File: config.mk
export PLATFORM = sky130hd
export DESIGN_NAME = fixed_gqa_weight_scheduler
export DESIGN_NICKNAME = d
export VERILOG_FILES = /design/src/rtl/fixed_gqa_weight_scheduler.sv
export SDC_FILE = /design/constraint.sdc
export NUM_CORES = 1
export LEC_CHECK = 0
export BUFFER_PORTS_ARGS = -buffer_cell sky130_fd_sc_hd__buf_2
export CAP_MARGIN = 0
export CORE_MARGIN = 2
export CORE_UTILIZATION = 32
export CTS_BUF_LIST = sky130_fd_sc_hd__clkbuf_2
export DETAILED_ROUTE_END_ITERATION = 10
export GPL_TIMING_DRIVEN = 0
export PLACE_DENSITY = 0.8
export RECOVER_POWER = 25
export SLEW_MARGIN = 0
export SYNTH_ARGS = -nofsm -noshare
export SYNTH_HDL_FRONTEND = slang
export SYNTH_SLANG_ARGS = --single-unit
File: constraint.sdc
create_clock -name clk -period 1.6 [get_ports clk]
set_input_delay 0.16 -clock clk [delete_from_list [all_inputs] [get_ports clk]]
set_output_delay 0.16 -clock clk [all_outputs]
set_load 0.05 [all_outputs]
File: src/rtl/fixed_gqa_weight_scheduler.sv
// fixed_gqa_weight_scheduler: routes one shared weight stream to Q/K/V/O targets in fixed block order
module fixed_gqa_weight_scheduler #(
  parameter int WEIGHT_PRECISION_0 = 8,
  parameter int WEIGHT_PARALLELISM = 4,
  parameter int Q_BEATS            = 16,
  parameter int KV_BEATS           = 4,
  parameter int O_BEATS            = 16,
  parameter int NUM_PASSES         = 1
) (
  input  logic                                          clk,
  input  logic                                          rst,
  input  logic                                          start,
  output logic                                          busy,
  output logic                                          done,
  output logic [1:0]                                    sel,
  input  logic [WEIGHT_PRECISION_0*WEIGHT_PARALLELISM-1:0] weight_in,
  input  logic                                          weight_in_valid,
  output logic                                          weight_in_ready,
  output logic [WEIGHT_PRECISION_0*WEIGHT_PARALLELISM-1:0] q_projection_weight,
  output logic [WEIGHT_PRECISION_0*WEIGHT_PARALLELISM-1:0] k_projection_weight,
  output logic [WEIGHT_PRECISION_0*WEIGHT_PARALLELISM-1:0] v_projection_weight,
  output logic [WEIGHT_PRECISION_0*WEIGHT_PARALLELISM-1:0] o_projection_weight,
  output logic                                          q_projection_weight_valid,
  output logic                                          k_projection_weight_valid,
  output logic                                          v_projection_weight_valid,
  output logic                                          o_projection_weight_valid,
  input  logic                                          q_projection_weight_ready,
  input  logic                                          k_projection_weight_ready,
  input  logic                                          v_projection_weight_ready,
  input  logic                                          o_projection_weight_ready
);
  localparam int MAX_QKV = Q_BEATS > KV_BEATS ? Q_BEATS : KV_BEATS;
  localparam int MAX_B   = MAX_QKV > O_BEATS ? MAX_QKV : O_BEATS;
  localparam int BW      = MAX_B > 1 ? $clog2(MAX_B) : 1;
  localparam int PW      = NUM_PASSES > 1 ? $clog2(NUM_PASSES) : 1;
  typedef enum logic [2:0] {IDLE, LOAD_Q, LOAD_K, LOAD_V, LOAD_O} state_t;
  state_t        r_state, w_state_nxt;
  logic [BW-1:0] r_beat, w_beat_nxt, w_beat_lim;
  logic [PW-1:0] r_pass, w_pass_nxt;
  logic          r_done, w_done_nxt, w_hs, w_last_beat, w_last_pass;
  assign q_projection_weight = weight_in;
  assign k_projection_weight = weight_in;
  assign v_projection_weight = weight_in;
  assign o_projection_weight = weight_in;
  // pure combinational routing: the selected target sees the stream directly
  assign q_projection_weight_valid = (r_state == LOAD_Q) & weight_in_valid;
  assign k_projection_weight_valid = (r_state == LOAD_K) & weight_in_valid;
  assign v_projection_weight_valid = (r_state == LOAD_V) & weight_in_valid;
  assign o_projection_weight_valid = (r_state == LOAD_O) & weight_in_valid;
  assign weight_in_ready = r_state == LOAD_Q ? q_projection_weight_ready :
                           r_state == LOAD_K ? k_projection_weight_ready :
                           r_state == LOAD_V ? v_projection_weight_ready :
                           r_state == LOAD_O ? o_projection_weight_ready : 1'b0;
  assign sel = r_state == LOAD_K ? 2'd1 : r_state == LOAD_V ? 2'd2 : r_state == LOAD_O ? 2'd3 : 2'd0;
  assign busy = r_state != IDLE;
  assign done = r_done;
  assign w_beat_lim = r_state == LOAD_Q ? BW'(Q_BEATS - 1) :
                      r_state == LOAD_O ? BW'(O_BEATS - 1) : BW'(KV_BEATS - 1);
  assign w_hs        = weight_in_valid & weight_in_ready;
  assign w_last_beat = w_hs && (r_beat == w_beat_lim);
  assign w_last_pass = r_pass == PW'(NUM_PASSES - 1);
  always_comb begin
    w_state_nxt = r_state;
    w_beat_nxt  = r_beat;
    w_pass_nxt  = r_pass;
    w_done_nxt  = 1'b0;
    if (r_state == IDLE) begin
      if (start) begin
        w_state_nxt = LOAD_Q;
        w_beat_nxt  = '0;
        w_pass_nxt  = '0;
      end
    end else if (w_last_beat) begin
      w_beat_nxt  = '0;
      w_state_nxt = r_state == LOAD_Q ? LOAD_K : r_state == LOAD_K ? LOAD_V :
                    r_state == LOAD_V ? LOAD_O : w_last_pass ? IDLE : LOAD_Q;
      w_pass_nxt  = r_state != LOAD_O ? r_pass : w_last_pass ? '0 : r_pass + 1'b1;
      w_done_nxt  = (r_state == LOAD_O) && w_last_pass;
    end else if (w_hs) begin
      w_beat_nxt = r_beat + 1'b1;
    end
  end
  always_ff @(posedge clk or negedge rst) begin
    if (!rst) begin
      r_state <= IDLE;
      r_beat  <= '0;
      r_pass  <= '0;
      r_done  <= 1'b0;
    end else begin
      r_state <= w_state_nxt;
      r_beat  <= w_beat_nxt;
      r_pass  <= w_pass_nxt;
      r_done  <= w_done_nxt;
    end
  end
endmodule

==> results.json <==
{
  "cts_sinks": 8,
  "io_pins": 177,
  "holdCritPathClass": "input pin to flip-flop",
  "grt_max_degree": 11,
  "netlist_top_cells_area": "buf_4 62%, dfrtp_1 13%, nand3_1 1.9%, nand2_1 1.9%, o211ai_2 1.6%",
  "synthesis.area_um2": 1550,
  "synthXorXnorAreaFrac_pct": 1.05,
  "p_sw_share_pct": 56.2,
  "criticalPathCategory": "flip-flop to flip-flop",
  "place_area_um2": 2340,
  "p_int_mw": 1.14,
  "hold_viol_final": 0,
  "cp.required_ns": 1.73,
  "synth_fa_ha_area_share_pct": 0.808,
  "hold_path_startpoint": "start",
  "grt_setup_unrepaired": "yes",
  "drcViolationCount": 0,
  "pwr-share-seq_pct": 13.0,
  "clk_latency_ns": 0.25,
  "setup_slack_ns": -0.0723,
  "drt-vias-per-instance": 4.08,
  "relSlewSlack_pct": 60.1,
  "numCtsBuffers": 3,
  "gr-total-overflow": 0,
  "stdcell_count": 407,
  "maxCapViolCount": 0,
  "dr.pass1.iters": 6,
  "avgRoutedWirePerCell_um": 10.4,
  "port_buffers": 143,
  "synth-compound-area-share_pct": 8.00,
  "drive_above_1_share_pct": 78.8,
  "synth_cell_types": 32,
  "crit_start": "r_state[2]",
  "switchingPower_mw": 1.46,
  "core_um2": 4690,
  "row_count": 25,
  "fin_util_pct": 54.4,
  "die_h_um": 73.6,
  "r2r_start": "r_state[2]",
  "gp_congestion": 0.812,
  "drt_iter0_markers": 58,
  "fillers": 442,
  "skew_ns": 0.00809,
  "critPathMaxFanout": 8,
  "synthArstFlopShare_pct": 100,
  "ys_seq_area_share_pct": 12.9,
  "period_share_pct": 105,
  "path_clk_slew_ns": 0.09,
  "finalSetupViolations": 5,
  "ctsHtreeMaxLevel": 1,
  "power_density_nw_per_um2": 1020,
  "dp_cells": 390,
  "cts_tree": "done",
  "synth_top_family_by_area": "buffers and inverters",
  "layout_min_cycle_time_ns": 1.67,
  "violations": "negative setup slack",
  "ys.warnings.count": 0,
  "ys_ff_latch": 8,
  "num_antenna_cells": 0,
  "cts_max_path_buffers": 2,
  "startpoint_type": "flip-flop",
  "routed_wl_mm": 4.22,
  "synth_mux_area_share_pct": 1.37,
  "worstPathArrival_ns": 1.80,
  "dpl_worst_slack_ns": -0.103,
  "die_w_um": 73.6,
  "dieArea_um2": 5410,
  "dpl.hpwl_mm": 3.38,
  "grtUsageTotal_pct": 12.4,
  "synth_edf_count": 0,
  "combPwrFrac_pct": 82.1,
  "drv_slew": 0,
  "clock_power_share_pct": 4.9,
  "num_vias": 1662,
  "power_leakage_nw": 1.45,
  "peakVddDrop_mv": 0.507,
  "avgSynthCellArea_um2": 8.03,
  "grt_pass1_vias": 1388,
  "end_kind": "flip-flop",
  "synth_simple_gate_area_share_pct": 11.6,
  "initial_core_util_pct": 33.0,
  "outcome": "finished, violations left",
  "grt_pass1_wl_mm": 5.41,
  "post-route-cell-area_um2": 2550,
  "clockRootBuffer": "clkbuf_2",
  "fin_nets": 396,
  "max_freq_ghz": 0.598,
  "synth_top_cell_area_share_pct": 62.0,
  "drtAntennaViolNets": 0,
  "worst_pin_slew_ns": 0.600,
  "antenna_found_initial": 0,
  "postSynthCellCount": 193,
  "syn_to_final_growth_pct": 64.7,
  "synthFlopType": "dfrtp_1",
  "syn_nets": 234,
  "yosys.area.top_type": "buf_4"
}
==> cell usage in the layout, fill, tap and decap left out, types with 2 or more instances in the layout <==
cell type and instances:
nand2_1 8, nor3_2 2, a21oi_1 2, dfrtp_1 7
buf_2 107, clkbuf_2 4, o21ai_1 6, clkbuf_4 2
o211ai_4 2, buf_4 143, or3_1 2, nor2_1 4
nand3_1 6, buf_6 6, clkbuf_1 28
==> area by class of cell <==
class                      instances  area, um^2  share of cell area [%]
buffer                           132         996                    39.0
inverter                           1        3.75                   0.147
tap                               54        67.6                    2.65
sequential                         8         201                    7.90
timing repair buffer             157         836                    32.8
clock buffer                       3        15.0                   0.589
multi-input combinational         52         432                    16.9
==> metrics by stage <==
step | power [mW] | TNS [ns] | hold slack (ns)
after floorplan | 1.83 | -0.731 | -0.136
after global placement | 2.09 | -0.104 | 0.0160
after detailed placement | 2.12 | -0.204 | 0.0197
after CTS | 2.35 | -0.0713 | 0.245
after global routing | 2.73 | -0.836 | 0.277
final | 2.60 | -0.176 | 0.253
==> sequential cells by signal (all words and copies together), names as in the netlist <==
| signal | count |
|---|---|
| done | 1 |
| r_beat | 4 |
| r_state | 3 |
==> per-layer routing <==
| layer | global-route usage (%) | wire (um) |
|---|---|---|
| met1 | 10.5 | 1220 |
| met4 | 4.85 | 50 |
| met5 | 0 | 0 |
| met3 | 2.61 | 346 |
| met2 | 26.7 | 2600 |
==> power by group through the flow <==
| stage | clock network, mW | registers (mW) | logic (mW) |
|---|---|---|---|
| global route | 0.139 | 0.349 | 2.24 |
| global placement | 0 | 0.336 | 1.76 |
| floorplan | 0 | 0.325 | 1.50 |
| CTS | 0.127 | 0.332 | 1.89 |
| detailed placement | 0 | 0.341 | 1.78 |
| finish | 0.126 | 0.339 | 2.14 |
==> repair_timing <==
action / 4_1_cts / 5_1_grt
pin swaps: 3 / 7
hold endpoints to repair: 8 / 0
buffers inserted: 6 / 7
hold buffers: 1 / 0
resized for setup: 8 / 21
endpoints found under the setup margin: 9 / 15
gates cloned: 0 / 0
==> worst max-delay path, cell delays in order, from the launching register on <==
cell and delay, ns:
dfrtp_1 0.41, buf_6 0.15, xnor2_4 0.13, o211a_1 0.26, o211ai_4 0.25, a21oi_2 0.10
mux2_2 0.26
==> final timing paths <==
check / endpoint / slack, ns / cells past startpoint
worst max-delay path: r_state[0] / -0.07 / 6
worst min-delay path: r_beat[2] / 0.25 / 4
worst max register to register: r_state[0] / -0.07 / 6
worst min register to register: r_beat[0] / 0.53 / 1
max in group asynchronous: r_state[1] / 0.86 / 2
min in group asynchronous: r_beat[2] / 0.38 / 2
==> logic make-up (layout without fill, tap and decap cells) <==
kind of cell | Yosys count | after routing
flip-flops | 8 | 8
XOR/XNOR | 1 | 1
AND/OR/NAND/NOR | 32 | 32
buffers and inverters | 133 | 293
adder cells (fa/ha/maj) | 1 | 1
AO/OA/AOI/OAI | 16 | 16
multiplexers | 2 | 2
==> cell usage after synthesis (all sizes together) (2+ instances only) <==
| library cell | n |
|---|---|
| nand2 | 9 |
| nand3 | 6 |
| nand2b | 2 |
| clkbuf | 2 |
| nor2 | 4 |
| a21oi | 3 |
| nand4bb | 2 |
| dfrtp | 8 |
| or3 | 2 |
| nor3 | 3 |
| o211ai | 4 |
| buf | 130 |
| o21ai | 6 |
Power figures use the tool's default switching activity.
